`src/rtl/freq_meter_pkg.sv`:
```
// Shared definitions for the frequency meter: FSM state encoding and default
// sizing constants, also used by the frequency calculation block.
package freq_meter_pkg;

    // Reference clock rate; the calculation block uses it to form
    // f = CLK_HZ * cnt_sig / cnt_ref.
    localparam int unsigned CLK_HZ      = 50_000_000;
    // Minimum gate length in clk cycles (1 s preset gate).
    localparam int unsigned GATE_CYC    = 50_000_000;
    // Longest wait for a signal edge before giving up.
    localparam int unsigned TIMEOUT_CYC = 50_000_000;
    // Count width; GATE_CYC + TIMEOUT_CYC must stay below 2**W.
    localparam int unsigned W           = 27;

    typedef enum logic [2:0] {
        S_IDLE  = 3'd0,
        S_ARM   = 3'd1,
        S_MEAS  = 3'd2,
        S_CLOSE = 3'd3,
        S_DONE  = 3'd4
    } fsm_state_e;

endpackage

```
`src/rtl/freq_gate_counter_sync.sv`:
```
// Two-flop synchroniser followed by an edge register, producing a one-cycle
// rising-edge pulse. Usable for any asynchronous single-bit input.
module sig_sync_edge (
    input  logic clk,
    input  logic rst_n,
    input  logic async_in,
    output logic sync_out,
    output logic rise
);

    logic s1;
    logic s2;
    logic s3;

    // Synchroniser stages plus the delayed copy used for edge detection.
    always_ff @(posedge clk or negedge rst_n) begin
        if (!rst_n) begin
            s1 <= 1'b0;
            s2 <= 1'b0;
            s3 <= 1'b0;
        end else begin
            s1 <= async_in;
            s2 <= s1;
            s3 <= s2;
        end
    end

    assign sync_out = s2;
    assign rise     = s2 & ~s3;

endmodule

```
`src/rtl/freq_gate_counter.sv`:
```
// Equal-precision gate counter: opens a gate on a signal rising edge, counts
// signal periods and clk cycles until the first rising edge at or after
// GATE_CYC clk cycles, then hands the pair to the calculation block.
//
// state | meaning
// IDLE  | disabled, waiting for en
// ARM   | waiting for the opening edge (timeout runs)
// MEAS  | gate open, minimum gate length not yet reached
// CLOSE | minimum gate reached, waiting for closing edge (timeout runs)
// DONE  | result presented, valid high
module freq_gate_counter #(
    parameter int unsigned GATE_CYC    = freq_meter_pkg::GATE_CYC,
    parameter int unsigned TIMEOUT_CYC = freq_meter_pkg::TIMEOUT_CYC,
    parameter int unsigned W           = freq_meter_pkg::W
) (
    input  logic         clk,
    input  logic         rst_n,
    input  logic         en,
    input  logic         sig_in,
    output logic [W-1:0] cnt_sig,
    output logic [W-1:0] cnt_ref,
    output logic         valid,
    output logic         timeout,
    output logic         busy
);

    import freq_meter_pkg::*;

    localparam logic [2:0] ST_IDLE  = S_IDLE;
    localparam logic [2:0] ST_ARM   = S_ARM;
    localparam logic [2:0] ST_MEAS  = S_MEAS;
    localparam logic [2:0] ST_CLOSE = S_CLOSE;
    localparam logic [2:0] ST_DONE  = S_DONE;

    localparam logic [W-1:0] GATE_TC = W'(GATE_CYC);
    localparam logic [W-1:0] TMO_TC  = W'(TIMEOUT_CYC);

    logic [2:0]   state;
    logic [2:0]   state_nxt;
    logic [W-1:0] ref_run;
    logic [W-1:0] ref_nxt;
    logic [W-1:0] sig_run;
    logic [W-1:0] sig_nxt;
    logic [W-1:0] wait_cnt;
    logic [W-1:0] wait_nxt;
    logic [W-1:0] ref_inc;
    logic [W-1:0] wait_inc;
    logic         done_go;
    logic         tmo_go;
    logic         sig_sync;
    logic         sig_rise;

    sig_sync_edge u_sync (
        .clk      (clk),
        .rst_n    (rst_n),
        .async_in (sig_in),
        .sync_out (sig_sync),
        .rise     (sig_rise)
    );

    assign ref_inc  = ref_run + W'(1);
    assign wait_inc = wait_cnt + W'(1);

    // Next-state and working-counter updates; done_go/tmo_go mark the edge on
    // which a result (or a timeout) is registered into the outputs.
    always_comb begin
        state_nxt = state;
        ref_nxt   = ref_run;
        sig_nxt   = sig_run;
        wait_nxt  = wait_cnt;
        done_go   = 1'b0;
        tmo_go    = 1'b0;
        case (state)
            ST_IDLE: begin
                if (en) begin
                    state_nxt = ST_ARM;
                    wait_nxt  = '0;
                end
            end
            ST_ARM: begin
                if (sig_rise) begin
                    state_nxt = ST_MEAS;
                    ref_nxt   = '0;
                    sig_nxt   = '0;
                end else if (wait_inc == TMO_TC) begin
                    tmo_go    = 1'b1;
                    state_nxt = ST_ARM;
                    wait_nxt  = '0;
                end else begin
                    wait_nxt = wait_inc;
                end
            end
            ST_MEAS: begin
                ref_nxt = ref_inc;
                if (sig_rise) begin
                    sig_nxt = sig_run + W'(1);
                end
                if (ref_inc == GATE_TC) begin
                    if (sig_rise) begin
                        state_nxt = ST_DONE;
                        done_go   = 1'b1;
                    end else begin
                        state_nxt = ST_CLOSE;
                        wait_nxt  = '0;
                    end
                end
            end
            ST_CLOSE: begin
                ref_nxt = ref_inc;
                if (sig_rise) begin
                    sig_nxt   = sig_run + W'(1);
                    state_nxt = ST_DONE;
                    done_go   = 1'b1;
                end else if (wait_inc == TMO_TC) begin
                    tmo_go    = 1'b1;
                    state_nxt = ST_ARM;
                    wait_nxt  = '0;
                end else begin
                    wait_nxt = wait_inc;
                end
            end
            ST_DONE: begin
                // The closing edge was consumed last cycle, so ARM can only
                // open on a later edge.
                state_nxt = ST_ARM;
                wait_nxt  = '0;
            end
            default: begin
                state_nxt = ST_IDLE;
            end
        endcase
        // Dropping en abandons whatever is in progress without a result.
        if (!en) begin
            state_nxt = ST_IDLE;
            done_go   = 1'b0;
            tmo_go    = 1'b0;
        end
    end

    // State register and working counters.
    always_ff @(posedge clk or negedge rst_n) begin
        if (!rst_n) begin
            state    <= ST_IDLE;
            ref_run  <= '0;
            sig_run  <= '0;
            wait_cnt <= '0;
        end else begin
            state    <= state_nxt;
            ref_run  <= ref_nxt;
            sig_run  <= sig_nxt;
            wait_cnt <= wait_nxt;
        end
    end

    // Result registers: loaded on the closing edge so that valid and the new
    // counts are visible together during the DONE cycle.
    always_ff @(posedge clk or negedge rst_n) begin
        if (!rst_n) begin
            cnt_sig <= '0;
            cnt_ref <= '0;
            valid   <= 1'b0;
            timeout <= 1'b0;
        end else begin
            valid <= done_go | tmo_go;
            if (done_go) begin
                cnt_sig <= sig_nxt;
                cnt_ref <= ref_nxt;
                timeout <= 1'b0;
            end else if (tmo_go) begin
                cnt_sig <= '0;
                cnt_ref <= '0;
                timeout <= 1'b1;
            end
        end
    end

    assign busy = (state != ST_IDLE);

endmodule

```
`config.mk`:
```
export PLATFORM = sky130hd
export DESIGN_NAME = freq_gate_counter
export DESIGN_NICKNAME = d
export VERILOG_FILES = /design/src/rtl/freq_meter_pkg.sv /design/src/rtl/freq_gate_counter_sync.sv /design/src/rtl/freq_gate_counter.sv
export SDC_FILE = /design/constraint.sdc
export NUM_CORES = 1
export LEC_CHECK = 0
export CAP_MARGIN = 15
export CORE_MARGIN = 2
export CORE_UTILIZATION = 31
export DETAILED_ROUTE_END_ITERATION = 8
export HOLD_SLACK_MARGIN = 0.12
export PLACE_DENSITY_LB_ADDON = 0.2
export SLEW_MARGIN = 10
export SYNTH_ARGS = -nofsm -noshare
export SYNTH_HDL_FRONTEND = slang
export SYNTH_SLANG_ARGS = --single-unit
```
`constraint.sdc`:
```
create_clock -name clk -period 4.35 [get_ports clk]
set_clock_uncertainty 0.15 [all_clocks]
set_input_delay 0.6525 -clock clk [delete_from_list [all_inputs] [get_ports clk]]
set_output_delay 0.6525 -clock clk [all_outputs]
set_load 0.005 [all_outputs]
```
==> results of run 1 <==
## per-stage QoR
stage,hold WS [ns],worst slack (ns),util (%),cells,cell area (µm²)
finish,0.0748,0.377,37.6,1240,9460
global route,0.163,0.185,37.6,1240,9460
CTS,0.137,0.413,37.6,1240,9460
detailed placement,0.190,0.454,35.1,1208,8850
global placement,0.192,0.493,35.1,1208,8850
floorplan,0.181,0.911,-,865,7950
## final timing paths
kind,slack (ns),to,cells past startpoint
max,0.38,wait_cnt[11],9
min reg2reg,0.20,u_sync.sync_out,0
max reg2reg,0.38,wait_cnt[11],9
min,0.07,cnt_ref[7],1
max in group asynchronous,3.02,cnt_sig[6],2
min in group clk,0.20,u_sync.sync_out,0
## sequential cells by signal, indices dropped and copies added (netlist names)
| register | flops |
|---|---|
| cnt_ref | 27 |
| cnt_sig | 27 |
| ref_run | 27 |
| sig_run | 27 |
| wait_cnt | 27 |
| state | 3 |
| timeout | 1 |
| u_sync.s1 | 1 |
| u_sync.s3 | 1 |
| u_sync.sync_out | 1 |
| valid | 1 |
## cell type report
type	count	area (µm²)
Fill cell	2533	15700
Multi-Input combinational cell	627	3980
Sequential cell	143	3580
Timing Repair Buffer	78	762
Clock buffer	17	425
Tap cell	330	413
Clock inverter	15	193
Inverter	30	113
## per-layer routing
layer	vias to the layer above	GRT usage, %	part of all wire, %
li1	3216	-	-
met1	3233	23.6	51
met2	135	24.0	44
met3	17	2.73	3.2
met4	0	5.10	1.3
met5	-	0	0
## cell families (layout without fill, tap and decap cells)
logic type / Yosys count / count (layout)
buffers and inverters: 95 / 140
AND/OR/NAND/NOR: 374 / 374
multiplexers: 69 / 69
adder cells (fa/ha/maj): 4 / 4
AO/OA/AOI/OAI: 169 / 169
XOR/XNOR: 11 / 11
flip-flops: 143 / 143
## worst register-to-register path: cells and delay by family (launching register included)
kind | cells | cell delay, ns
DFF | 1 | 0.44
and+or+nand+nor | 6 | 2.57
adders and majority gates | 1 | 0.30
AOI/OAI and AO/OA | 2 | 0.45
## power by group
part / internal [mW] / switching [mW]
combinational: 0.126 / 0.213
sequential: 1.39 / 0.101
clock: 0.878 / 0.680
total: 2.39 / 0.994
## synthesized netlist by cell type, drive strengths merged, types with 4 or more instances
cell type    n
dfrtp      143
nand2       99
nand3       64
o21ai       51
clkbuf      44
and2        41
mux2        39
nor2        36
inv         30
mux2i       30
nand4       29
a21oi       27
nor3        27
a31oi       22
and3        21
buf         21
nor4        13
a41oi       12
o211ai      10
o31ai       10
nor2b        8
or3          7
or4          6
xnor2        6
nand4b       5
xor2         5
ha           4
nor4b        4
o22ai        4
o41ai        4
==> impl_metrics.env, run 1 <==
export IMPL_cp_slowest_stage_delay_ns=0.68
export IMPL_wl_per_cell_um=16.6
export IMPL_synthAdderAreaFrac_pct=0.630
export IMPL_dpl_hpwl_um=13500
export IMPL_max_cap_violations=0
export IMPL_crit_path_start_kind="register"
export IMPL_p_total_mw=3.39
export IMPL_leakage_nw=3.85
export IMPL_synth_top_family_by_area="simple AND/OR/NAND/NOR gates"
export IMPL_nets=905
export IMPL_setup_tns_ns=0
export IMPL_synth_mux_area_share_pct=9.30
export IMPL_status="complete, no violations"
export IMPL_synth_nets=873
export IMPL_setup_viol=0
export IMPL_vdd_drop_max_uv=254
export IMPL_initial_core_util_pct=31.6
export IMPL_cts_sinks=143
export IMPL_ys_ff_latch=143
export IMPL_clockBufferDepth=2
export IMPL_htree_num_levels=4
export IMPL_cp_slowest_cell="or4b_4"
export IMPL_netlist_area_leader_share_pct=45.0
export IMPL_drc=0
export IMPL_drt_antenna_violating_nets=0
export IMPL_period_share_pct=91.3
export IMPL_yosysWarnings=0
export IMPL_hold_violations=0
export IMPL_yosys_area_top_type="dfrtp_1"
export IMPL_numCtsBuffers=17
export IMPL_end_kind="register"
export IMPL_drive_above_1_share_pct=11.4
export IMPL_crit_family="simple AND/OR/NAND/NOR gates"
export IMPL_grt_max_degree=77
export IMPL_antenna_found_initial=0
export IMPL_viasPerCell=5.32
export IMPL_gp_congestion=0.834
export IMPL_grt_pass1_vias=6456
export IMPL_critPathLaunch="ref_run[0]"
export IMPL_ys_seq_area_share_pct=45.0
export IMPL_num_io_pins=61
export IMPL_grt_pass1_wl_um=34500
export IMPL_die_w_um=164
export IMPL_synth_edf_count=0
export IMPL_layout_commonest_cell="dfrtp_1"
export IMPL_ys_flop_type="dfrtp_1"
export IMPL_cts_setup_buffers=0
export IMPL_track_usage_pct=16.1
export IMPL_period_minus_slack_ns=3.97
export IMPL_rows=58
export IMPL_r2r_start="ref_run[0]"
export IMPL_cts_reportedPaths_clkPinSlew_ns=0.07
export IMPL_p_per_area_nw_per_um2=358
export IMPL_worstMarginPinSlew_ns=0.842
export IMPL_overflow=0
export IMPL_die_h_um=164
export IMPL_hp_class="primary input to async pin"
export IMPL_max_freq_mhz=252
export IMPL_firstDrtPassIters=5
export IMPL_portBuffers=60
export IMPL_cp_required_ns=4.56
export IMPL_vias=6601
export IMPL_cts_resized_gates=0
export IMPL_die_area_um2=26900
export IMPL_grt_setup_unrepaired="no"
export IMPL_ys_types=64
export IMPL_max_slew_margin_rel_pct=43.9
export IMPL_synth_xor_area_share_pct=1.21
export IMPL_avgSynthCellArea_um2=9.19
export IMPL_cts_root_buffer="clkbuf_16"
export IMPL_clock_latency_ns=0.44
export IMPL_arrival_ns=4.19
export IMPL_wl_um=20500
export IMPL_cts_tree="yes"
export IMPL_synthCells=865
export IMPL_cp_buffers_inverters=0
export IMPL_cts_hold_buf=0
export IMPL_core_um2=25200
export IMPL_maxSlewViolCount=0
export IMPL_synth_area_top_cells="dfrtp_1, mux2_2, nand2_1"
export IMPL_mostFrequentLayoutCells="dfrtp_1, nand2_1, nand3_1"
export IMPL_antenna_cells=0
export IMPL_crit_chain="ha_1 > nand4_1 > nor3_2 > a311oi_1 > or3_1 > or4_1 > or4b_4 > nand2_1 > a32o_1"
export IMPL_drt_iter0_drc=526
export IMPL_synth_area_um2=7950
export IMPL_area_growth_pct=19.1
export IMPL_synth_async_reset_ratio_pct=100
export IMPL_crit_type="register to register"
export IMPL_synthSimpleGateAreaFrac_pct=25.0
export IMPL_synth_compound_area_share_pct=13.8
export IMPL_cp_max_fo=20
Power figures use the tool's default switching activity.
==> run 2: changes to the inputs <==
--- a/config.mk
+++ b/config.mk
@@ -11,6 +11,7 @@
 export DETAILED_ROUTE_END_ITERATION = 8
 export HOLD_SLACK_MARGIN = 0.12
 export PLACE_DENSITY_LB_ADDON = 0.2
+export SETUP_SLACK_MARGIN = 0.5
 export SLEW_MARGIN = 10
 export SYNTH_ARGS = -nofsm -noshare
 export SYNTH_HDL_FRONTEND = slang
==> impl_metrics.env, run 2 (synthesized netlist as in run 1, its figures left out) <==
export IMPL_status="complete, no violations"
export IMPL_cp_max_fo=20
export IMPL_mostFrequentLayoutCells="dfrtp_1, nand2_1, nand3_1"
export IMPL_die_w_um=164
export IMPL_pwr_share_seq_pct=44.0
export IMPL_switchingPower_mw=0.993
export IMPL_cts_reportedPaths_clkPinSlew_ns=0.07
export IMPL_nets=906
export IMPL_maxSlewViolCount=0
export IMPL_drive_above_1_share_pct=11.6
export IMPL_layout_commonest_cell="dfrtp_1"
export IMPL_viasPerCell=5.33
export IMPL_crit_type="register to register"
export IMPL_grt_setup_unrepaired="yes"
export IMPL_power_frac_comb_pct=10.1
export IMPL_vias=6619
export IMPL_cts_sinks=143
export IMPL_htree_num_levels=4
export IMPL_die_area_um2=26900
export IMPL_drt_antenna_violating_nets=0
export IMPL_leakage_nw=3.89
export IMPL_cts_tree="yes"
export IMPL_die_h_um=164
export IMPL_internal_power_mw=2.39
export IMPL_period_minus_slack_ns=3.73
export IMPL_wl_per_cell_um=16.5
export IMPL_numCtsBuffers=17
export IMPL_hp_class="primary input to async pin"
export IMPL_cts_hold_buf=0
export IMPL_firstDrtPassIters=5
export IMPL_max_slew_margin_rel_pct=43.7
export IMPL_ff2ff_setup_slack_ns=0.62
export IMPL_track_usage_pct=16.1
export IMPL_postLayoutCoreUtil_pct=37.7
export IMPL_max_cap_violations=0
export IMPL_hold_violations=0
export IMPL_clock_latency_ns=0.44
export IMPL_hold_ws_ns=0.0775
export IMPL_clockBufferDepth=2
export IMPL_drc=0
export IMPL_area_growth_pct=19.4
export IMPL_grt_max_degree=77
export IMPL_cp_required_ns=4.56
export IMPL_wl_um=20500
export IMPL_fill_cells=2530
export IMPL_end_kind="register"
export IMPL_grt_pass1_vias=6449
export IMPL_antenna_found_initial=0
export IMPL_p_per_area_nw_per_um2=357
export IMPL_grt_pass1_wl_um=34400
export IMPL_overflow=0
export IMPL_initial_core_util_pct=31.6
export IMPL_worstMarginPinSlew_ns=0.844
export IMPL_setup_viol=0
export IMPL_core_um2=25200
export IMPL_cts_root_buffer="clkbuf_16"
export IMPL_vdd_drop_max_uv=255
export IMPL_clkPwrFrac_pct=45.9
export IMPL_rows=58
export IMPL_dpl_hpwl_um=13500
export IMPL_period_share_pct=85.6
export IMPL_drt_iter0_drc=583
export IMPL_max_freq_mhz=268
export IMPL_crit_path_start_kind="register"
export IMPL_p_total_mw=3.39
export IMPL_num_io_pins=61
export IMPL_arrival_ns=3.94
export IMPL_gp_congestion=0.834
export IMPL_setup_tns_ns=0
export IMPL_switching_share_pct=29.3
export IMPL_portBuffers=60
export IMPL_antenna_cells=0
==> run 2: metal layers <==
| layer | vias up | track usage [%] | part of all wire, % |
|---|---|---|---|
| li1 | 3225 | - | - |
| met1 | 3236 | 23.5 | 51 |
| met2 | 141 | 24.0 | 44 |
| met3 | 17 | 2.73 | 3.4 |
| met4 | 0 | 5.10 | 1.3 |
| met5 | - | 0 | 0 |
==> run 2: power groups by stage <==
| stage | Combinational, mW | Sequential [mW] | Clock [mW] |
|---|---|---|---|
| finish | 0.341 | 1.49 | 1.55 |
| global route | 0.392 | 1.51 | 1.64 |
| CTS | 0.345 | 1.49 | 1.60 |
| detailed placement | 0.342 | 1.51 | 0 |
| global placement | 0.339 | 1.51 | 0 |
| floorplan | 0.252 | 1.46 | 0 |
==> run 2: layout make-up <==
class                   instances  area, µm²  area share [%]
inverters                      30        113            1.19
multi-input cells             627       4000            42.1
clock buffers                  17        425            4.48
repair buffers                 79        769            8.11
well taps                     330        413            4.35
flip-flops and latches        143       3580            37.7
clock inverters                15        193            2.03
==> run 2: critical path, stage by stage, from the launching register on <==
cell	delay, ns
dfrtp_1	0.44
ha_1	0.30
nand2_1	0.14
or4_1	0.48
and3_1	0.20
or3_1	0.30
or4_1	0.43
or4b_4	0.69
nand2_2	0.30
a32o_1	0.23
==> run 2: final timing paths <==
path / startpoint / end / cells past startpoint
worst max-delay path: ref_run[0] / wait_cnt[11] / 9
worst min-delay path: rst_n / cnt_ref[7] / 1
worst max register to register: ref_run[0] / wait_cnt[11] / 9
worst min register to register: u_sync.s1 / u_sync.sync_out / 0
max in group asynchronous: rst_n / ref_run[15] / 2
min in group clk: u_sync.s1 / u_sync.sync_out / 0
==> run 2: through the flow <==
stage / area [µm²] / cells / worst slack [ns]
6_report: 9490 / 1241 / 0.625
3_3_place_gp: 8850 / 1208 / 0.493
5_1_grt: 9490 / 1241 / 0.497
4_1_cts: 9470 / 1240 / 0.554
3_5_place_dp: 8850 / 1208 / 0.454
2_1_floorplan: 7950 / 865 / 0.911
==> run 2: repair_timing <==
action                                  in CTS  in global routing
gates resized for setup                      1                  2
buffers inserted                             0                  1
endpoints found under the setup margin      11                 50
